[src/rtl/dp_ram_param.sv]
// Parametrised single-clock true dual-port RAM with reset-time clear sweep,
// per-port read-valid strobes and same-address dual-write collision flag.

// Per-port read pipeline: one stage for the registered array read, plus an
// optional output register. Data stages only load on a valid beat, so the
// last completed read stays on dout.
module dp_ram_rd_port #(
  parameter int DATA_W  = 8,
  parameter int OUT_REG = 0
) (
  input  logic              clk0,
  input  logic              rst,
  input  logic              rd_en_i,
  input  logic [DATA_W-1:0] rd_data_i,
  output logic [DATA_W-1:0] dout_o,
  output logic              vld_o
);
  localparam int STAGES = (OUT_REG != 0) ? 2 : 1;

  logic [STAGES:1]   vld_pipe;
  logic [DATA_W-1:0] dat_pipe [STAGES:1];

  // Valid shift register with data stages that capture only on valid beats
  always_ff @(posedge clk0) begin
    if (rst) begin
      vld_pipe <= '0;
      for (int s = 1; s <= STAGES; s++) dat_pipe[s] <= '0;
    end else begin
      vld_pipe[1] <= rd_en_i;
      if (rd_en_i) dat_pipe[1] <= rd_data_i;
      for (int s = 2; s <= STAGES; s++) begin
        vld_pipe[s] <= vld_pipe[s-1];
        if (vld_pipe[s-1]) dat_pipe[s] <= dat_pipe[s-1];
      end
    end
  end

  assign dout_o = dat_pipe[STAGES];
  assign vld_o  = vld_pipe[STAGES];
endmodule

module dp_ram_param #(
  parameter int DATA_W     = 8,
  parameter int ADDR_W     = 4,
  parameter int RD_MODE    = 0,
  parameter int OUT_REG    = 0,
  parameter int CLR_ON_RST = 1
) (
  input  logic              clk0,
  input  logic              rst,
  input  logic [DATA_W-1:0] din_a,
  input  logic [ADDR_W-1:0] addr_a,
  input  logic              we_a,
  input  logic              re_a,
  output logic [DATA_W-1:0] dout_a,
  output logic              vld_a,
  input  logic [DATA_W-1:0] din_b,
  input  logic [ADDR_W-1:0] addr_b,
  input  logic              we_b,
  input  logic              re_b,
  output logic [DATA_W-1:0] dout_b,
  output logic              vld_b,
  output logic              collision,
  output logic              busy
);
  localparam int DEPTH = 2**ADDR_W;

  typedef enum logic {CLEAR, RUN} state_t;

  state_t              state_q;
  logic [ADDR_W-1:0]   clr_addr_q;
  logic                busy_q;
  logic                collision_q;
  logic [DATA_W-1:0]   mem [DEPTH];

  logic                run;
  logic                same_wr;
  logic [DATA_W-1:0]   rd_a_d, rd_b_d;

  assign run     = (state_q == RUN);
  assign same_wr = we_a && we_b && (addr_a == addr_b);

  // Clear-sweep FSM; busy and collision are registered alongside the state
  always_ff @(posedge clk0) begin
    if (rst) begin
      state_q     <= (CLR_ON_RST != 0) ? CLEAR : RUN;
      busy_q      <= (CLR_ON_RST != 0);
      clr_addr_q  <= '0;
      collision_q <= 1'b0;
    end else begin
      collision_q <= run && same_wr;
      if (state_q == CLEAR) begin
        clr_addr_q <= clr_addr_q + ADDR_W'(1);
        if (&clr_addr_q) begin
          state_q <= RUN;
          busy_q  <= 1'b0;
        end
      end
    end
  end

  // Array write: sweep zeroes one word per cycle, otherwise port writes with
  // port A taking priority when both ports hit the same word
  always_ff @(posedge clk0) begin
    if (!rst) begin
      if (!run) begin
        mem[clr_addr_q] <= '0;
      end else begin
        if (we_a) mem[addr_a] <= din_a;
        if (we_b && !same_wr) mem[addr_b] <= din_b;
      end
    end
  end

  // Read word selection; write-first forwards the word being written, and the
  // A-over-B ordering matches what the array actually stores on a collision
  always_comb begin
    rd_a_d = mem[addr_a];
    rd_b_d = mem[addr_b];
    if (RD_MODE != 0) begin
      if (we_b && addr_b == addr_a) rd_a_d = din_b;
      if (we_a && addr_a == addr_a) rd_a_d = din_a;
      if (we_b && addr_b == addr_b) rd_b_d = din_b;
      if (we_a && addr_a == addr_b) rd_b_d = din_a;
    end
  end

  dp_ram_rd_port #(.DATA_W(DATA_W), .OUT_REG(OUT_REG)) u_rd_a (
    .clk0      (clk0),
    .rst       (rst),
    .rd_en_i   (re_a && run),
    .rd_data_i (rd_a_d),
    .dout_o    (dout_a),
    .vld_o     (vld_a)
  );

  dp_ram_rd_port #(.DATA_W(DATA_W), .OUT_REG(OUT_REG)) u_rd_b (
    .clk0      (clk0),
    .rst       (rst),
    .rd_en_i   (re_b && run),
    .rd_data_i (rd_b_d),
    .dout_o    (dout_b),
    .vld_o     (vld_b)
  );

  assign collision = collision_q;
  assign busy      = busy_q;
endmodule

[config.mk]
export PLATFORM = sky130hd
export DESIGN_NAME = dp_ram_param
export DESIGN_NICKNAME = d
export VERILOG_FILES = /design/src/rtl/dp_ram_param.sv
export SDC_FILE = /design/constraint.sdc
export NUM_CORES = 1
export LEC_CHECK = 0
export CAP_MARGIN = 20
export CORE_MARGIN = 4
export CORE_UTILIZATION = 60
export DETAILED_ROUTE_END_ITERATION = 8
export PLACE_DENSITY = 0.78
export SLEW_MARGIN = 10
export SYNTH_ARGS = -nofsm -noshare
export SYNTH_HDL_FRONTEND = slang
export SYNTH_HIERARCHICAL = 1
export SYNTH_SLANG_ARGS = --single-unit
[constraint.sdc]
create_clock -name clk0 -period 3.2 [get_ports clk0]
set_input_delay 0.64 -clock clk0 [delete_from_list [all_inputs] [get_ports clk0]]
set_output_delay 0.64 -clock clk0 [all_outputs]
set_load 0.01 [all_outputs]
==> summary.txt, run 1 <==
Run status
  • Outcome: finished, final reports clean

Flow run
  • Max Cap Violations: 0

Yosys
  • Synth top cells by count: edfxtp_1 (144), o22ai_1 (142), mux4_2 (64)
  • Share of flip-flops with an asynchronous set or reset: 0
  • Largest area contributor in the netlist: edfxtp_1
  • Ys flop type: edfxtp_1
  • Top post-synthesis cells by area: edfxtp_1 (51%), mux4_2 (17%), o22ai_1 (10%)
  • EDFF count, synth: 144
  • Synth cell types: 47
  • Post-Syn Instances: 626
  • Mapped Area: 0.00853 mm^2
  • Most common cell in the netlist: edfxtp_1
  • Yosys warns: 6
  • Top-area cell type share of the netlist area: 0.507
  • Net Count, Synth: 657
  • Seq/Total Area, Yosys: 0.528
  • Syn avg cell area: 13.6 um^2
  • Synth Register Bits: 153

Route
  • DR vias: 6,889
  • Detailed-route wire length: 26.7 mm
  • DRC viols: 0
  • Final antenna-violating net count: 0
  • Vias/cell: 7.76
  • Drt wl/cell: 30.0 um
  • Drt pass-1 iters: 5
  • Starting DRT DRC Count: 1,253

Timing
  • Fin. max-slew vios: 0
  • Worst slew margin: 0.372
  • Fmax achieved: 0.383 GHz
  • Crit share post-route: 0.815
  • Setup-failing EPs final: 0
  • RSZ-0062 raised after global routing: no
  • Tmin final: 2.61 ns
  • Final hold violations: 0
  • Worst clock skew: 0.00825 ns
  • Setup TNS: 0 ns
  • Worst Tran Pin Value: 0.940 ns

Die
  • Initial core utilization: 0.615
  • Chip height: 127 um
  • Die Area: 0.0162 mm^2
  • # rows: 43
  • Io pins: 50
  • Die width: 127 um
  • Core area: 0.0139 mm^2

Worst setup path
  • Kind of critical path: in2reg
  • Startpoint Class: input pin
  • Slowest-stage cell, CP: o21bai_1
  • Beginning of the critical path: rst
  • Critical-path cell list: clkdlybuf4s50_1, buf_4, a21oi_1, nand2_1, o21bai_1
  • Critical path capture point type: flip-flop
  • CP Data Required Time: 3.25 ns
  • R2R Path Start: run
  • Slowest Stage Delay on Critical Path: 0.78 ns
  • Worst Path Max Fanout: 29
  • Arrival time at the worst endpoint: 2.66 ns

Clocking
  • # Post-CTS Setup Buffers: 0
  • H-tree Lvls: 4
  • CTS sink cnt: 153
  • Num CTS Buffers: 17
  • CTS root buf: clkbuf_16
  • CTS tree: built
  • Hold_buf cts: 0
  • Post-cts resize count: 0
  • CTS clock-pin slew for the worst setup and hold paths: 0.06 ns
  • Worst skew pair latency: 0.43 ns
  • Clk buf depth: 2

Power
  • Leakage: 3.51 nW
  • Power per cell area: 459 mW/mm^2
  • Final Power: 4.59 mW
  • Maximum vdd drop: 0.475 mV

Global route
  • GR Overflow Total: 0
  • Global-route usage over all layers: 0.334
  • Initial antenna violation count: 1
  • Number of global-route vias before repair: 6,729
  • Global-route wire length before repair: 39.8 mm
  • Largest net degree at the start of global routing: 42

Final layout
  • # diodes: 0
  • Layout area overhead: 17.2%
  • Layout cells sized above 1: 0.254
  • Finished Layout Cells: 888
  • Fin nets: 726

Place
  • Routability cong.: 0.922
  • HPWL after detailed placement: 18.1 mm
  • Placed Cells: 856
  • Port-buffer cells: 49

Worst hold path
  • Hold Startpoint: busy
  • Hold Crit Class: reg2reg
critical path: cells and delay by family:
family / cells / cell delay, ns
AO/OA/AOI/OAI: 2 / 1.00
buffers and inverters: 2 / 0.84
AND/OR/NAND/NOR: 1 / 0.17
power breakdown:
group          internal [mW]  total [mW]  switching [mW]
Combinational          0.188       0.440           0.252
Clock                   1.13        1.94           0.814
Sequential              2.19        2.21          0.0200
path summary, 6_finish.rpt:
path,cells after the start,slack (ns),endpoint
setup / recovery,5,0.59,mem[0][4]
hold / removal,2,0.48,busy
setup reg to reg,5,0.79,mem[0][4]
hold reg to reg,2,0.48,busy
final cells by class:
| class | instances | area (um^2) |
|---|---|---|
| Clock inverter | 9 | 60.1 |
| Inverter | 3 | 11.3 |
| Clock buffer | 23 | 510 |
| Timing Repair Buffer | 112 | 973 |
| Sequential cell | 153 | 4500 |
| Fill cell | 893 | 3880 |
| Multi-Input combinational cell | 408 | 3720 |
| Tap cell | 180 | 225 |
cells in the final DEF (no fill, tap or decap), types with 4 or more instances in the layout:
cell type / netlist / layout
o2111ai_1: 4 / 4
xnor2_1: 6 / 6
a31oi_1: 5 / 5
nand3b_1: 7 / 7
clkdlybuf4s50_1: 0 / 46
nor2b_1: 8 / 8
nand3_1: 6 / 6
dfxtp_1: 9 / 9
a22oi_1: 16 / 16
nand2_1: 30 / 30
edfxtp_1: 144 / 144
o21ai_1: 4 / 4
a211oi_2: 4 / 4
mux4_2: 64 / 64
nor2_1: 15 / 15
and3b_1: 18 / 18
a21oi_2: 10 / 10
o21bai_1: 16 / 16
nand2b_1: 15 / 15
buf_4: 9 / 61
o22ai_1: 142 / 142
and2_1: 4 / 4
clkbuf_16: 0 / 19
flip-flops by register name, indices dropped and copies added (netlist names):
signal           cells
collision            1
clr_addr_q           4
run                  1
busy                 1
u_rd_b/vld_o         1
mem                128
u_rd_b/dat_pipe      8
u_rd_a/dat_pipe      8
u_rd_a/vld_o         1
metal layers:
metal	vias up	GRT usage	share of wire	routed length [um]
li1	2772	-	-	-
met1	3334	0.428	0.32	8590
met2	650	0.524	0.48	12800
met3	131	0.0987	0.14	3850
met4	2	0.168	0.054	1430
met5	-	0	0.00049	13
through the flow:
stage | utilization | hold WS (ns) | cell area, um^2 | setup WS [ns]
after floorplan | - | 0.488 | 8530 | 0.739
after global placement | 0.680 | 0.455 | 9430 | 0.245
after detailed placement | 0.680 | 0.475 | 9430 | 0.218
after CTS | 0.721 | 0.485 | 10000 | 0.663
after global routing | 0.721 | 0.520 | 10000 | 0.518
final | 0.721 | 0.484 | 10000 | 0.591
kinds of logic after synthesis:
kind of cell | share of synthesized area
AOI/OAI and AO/OA | 0.169
DFF | 0.528
and+or+nand+nor | 0.0856
muxes | 0.172
buffers and inverters | 0.0365
xor gates and xnor gates | 0.00718
adders and majority gates | 0.00147
No activity file was read; power rests on OpenSTA's default activity.
==> inputs of run 2 (changes only) <==
- CORE_UTILIZATION: 60 -> 54
- PLACE_DENSITY: 0.78 -> 0.74
- clock period: 3.2 -> 2.4 ns (I/O delays scaled with it)
==> run 2 against run 1 <==
Sequential power increased by 33%. Register-to-register slack worse by 0.64 ns. Combinational power up 46%. Via count grew 1.6%. Non-clock buffer count rose by 29. Global-route usage is 2.5 points lower. Flip-flop and latch count unchanged. Largest cell class unchanged.
==> summary.txt, run 2 (synthesis gave the netlist of run 1 again) <==
Worst hold path
  • Hold Startpoint: busy
  • Worst Hold Endpoint: busy
  • Hold depth: 2
  • Hold Crit Class: reg2reg

Clocking
  • Clk buf depth: 2
  • CTS tree: built
  • CTS sink cnt: 153
  • CTS root buf: clkbuf_16
  • H-tree Lvls: 4
  • Hold_buf cts: 0
  • Worst skew pair latency: 0.43 ns
  • CTS clock-pin slew for the worst setup and hold paths: 0.06 ns
  • Num CTS Buffers: 17

Final layout
  • Reg area: 0.00450 mm^2
  • Layout cells sized above 1: 0.278
  • Max reg flops: 128
  • Multi-input gate area: 0.00372 mm^2
  • Layout area overhead: 22.4%
  • Fin nets: 755
  • Most frequent cells in the layout: edfxtp_1 (144), o22ai_1 (142), buf_4 (73)
  • Design Area, Final: 0.0104 mm^2
  • Largest reg by FF count: mem
  • # diodes: 0
  • Final Util: 0.682
  • Commonest non-fill, non-tap cell in the layout: edfxtp_1
  • Biggest regs: mem: 128 flops, u_rd_a/dat_pipe: 8 flops, u_rd_b/dat_pipe: 8 flops
  • Filler cells: 1,076

Global route
  • Global-route wire length before repair: 41.6 mm
  • GR Overflow Total: 0
  • Number of global-route vias before repair: 6,987
  • Global-route usage over all layers: 0.309
  • Initial antenna violation count: 0
  • Largest net degree at the start of global routing: 36

Die
  • Io pins: 50
  • Core area: 0.0153 mm^2
  • # rows: 45
  • Initial core utilization: 0.557
  • Chip height: 134 um
  • Die width: 134 um
  • Die Area: 0.0179 mm^2

Timing
  • Crit share post-route: 0.939
  • Worst slew margin: 0.374
  • RSZ-0062 raised after global routing: no
  • Fmax achieved: 0.444 GHz
  • Worst clock skew: 0.00880 ns
  • Fin. max-slew vios: 0
  • Tmin final: 2.25 ns
  • Setup-failing EPs final: 0
  • Final hold violations: 0
  • Worst Tran Pin Value: 0.938 ns

Worst setup path
  • R2R Path Start: run
  • Worst Path Max Fanout: 14
  • Reg-to-reg endpoint: mem[0][7]
  • Startpoint Class: flip-flop
  • Kind of critical path: reg2reg
  • R2R depth: 5
  • R2r setup slk: 0.15 ns
  • CP Data Required Time: 2.54 ns
  • Arrival time at the worst endpoint: 2.39 ns
  • Critical path capture point type: flip-flop

Route
  • Detailed-route wire length: 27.1 mm
  • DRC viols: 0
  • Drt wl/cell: 28.6 um
  • Vias/cell: 7.38
  • Final antenna-violating net count: 0
  • Drt pass-1 iters: 7
  • Starting DRT DRC Count: 1,268
  • DR vias: 7,000

Power
  • Leakage: 3.71 nW
  • Maximum vdd drop: 0.542 mV
  • Power per cell area: 581 mW/mm^2

Run status
  • Outcome: finished, final reports clean

Place
  • Routability cong.: 0.955
  • HPWL after detailed placement: 19.2 mm
  • Placement Cell Area: 0.00990 mm^2
  • Port-buffer cells: 49

Flow run
  • Max Cap Violations: 0
-- run 2: cell types whose count changed in the layout (fill, tap and decap cells not counted), sizes merged --
cell    previous run  this run
buf               66        95
clkbuf            23        26
clkinv             5         6
inv                7         3
-- run 2: routing by layer --
metal	up-vias	wire length (um)	GRT usage
met5	-	0	0
met4	0	1010	0.126
met3	107	3790	0.0831
met2	641	13000	0.504
met1	3414	9320	0.396
li1	2838	-	-
-- run 2: repair_timing --
item                                    in CTS  in global routing
setup buffers                                0                  0
resized for setup                            0                  1
endpoints found under the setup margin       0                  9
endpoints found under the hold margin        0                  0
-- run 2: final cells by class --
| cell class | count | share of cell area |
|---|---|---|
| Clock inverter | 6 | 0.00395 |
| Multi-Input combinational cell | 408 | 0.356 |
| Sequential cell | 153 | 0.431 |
| Timing Repair Buffer | 141 | 0.134 |
| Tap cell | 211 | 0.0253 |
| Inverter | 3 | 0.00108 |
| Clock buffer | 26 | 0.0480 |
-- run 2: critical path: stages, from the launching register on --
cell and delay, ns:
dfxtp_1 0.61, and3b_2 0.39, mux2i_1 0.29, nand2_1 0.18
o21bai_1 0.32, buf_12 0.17
-- run 2: worst max path at each step --
stage | start | to | slack [ns] | cells past startpoint
floorplan | addr_b[3] | mem[0][0] | 0.1 | 6
global placement | rst | mem[0][5] | -0.21 | 6
detailed placement | rst | mem[0][6] | -0.31 | 6
CTS | rst | mem[0][2] | 0.11 | 6
global route | rst | mem[2][2] | 0.09 | 8
finish | run | mem[0][7] | 0.15 | 5
-- run 2: through the flow --
| stage | setup slack, ns | total power [mW] | hold WS, ns | instances | TNS (ns) |
|---|---|---|---|---|---|
| floorplan | 0.0991 | 3.35 | 0.488 | 626 | 0 |
| global placement | -0.208 | 3.61 | 0.457 | 916 | -24.50 |
| detailed placement | -0.307 | 3.63 | 0.487 | 916 | -40.20 |
| CTS | 0.113 | 6.05 | 0.505 | 948 | 0 |
| global route | 0.0889 | 6.22 | 0.521 | 948 | 0 |
| finish | 0.146 | 6.07 | 0.500 | 948 | 0 |
-- run 2: where the power goes --
group | switching [mW] | internal (mW)
Sequential | 0.0271 | 2.92
Clock | 1.03 | 1.45
Combinational | 0.347 | 0.296
==> inputs of run 3 (changes only) <==
--- a/constraint.sdc
+++ b/constraint.sdc
@@ -3,2 +3,2 @@
 set_output_delay 0.48 -clock clk0 [all_outputs]
-set_load 0.01 [all_outputs]
+set_load 0.02 [all_outputs]
==> results of run 3 <==
The final DEF is identical to that of run 2. Status: finished, final reports clean.
Among the figures that moved: total power 6.07 mW -> 6.08 mW; worst IR drop on VDD 0.542 mV -> 0.543 mV
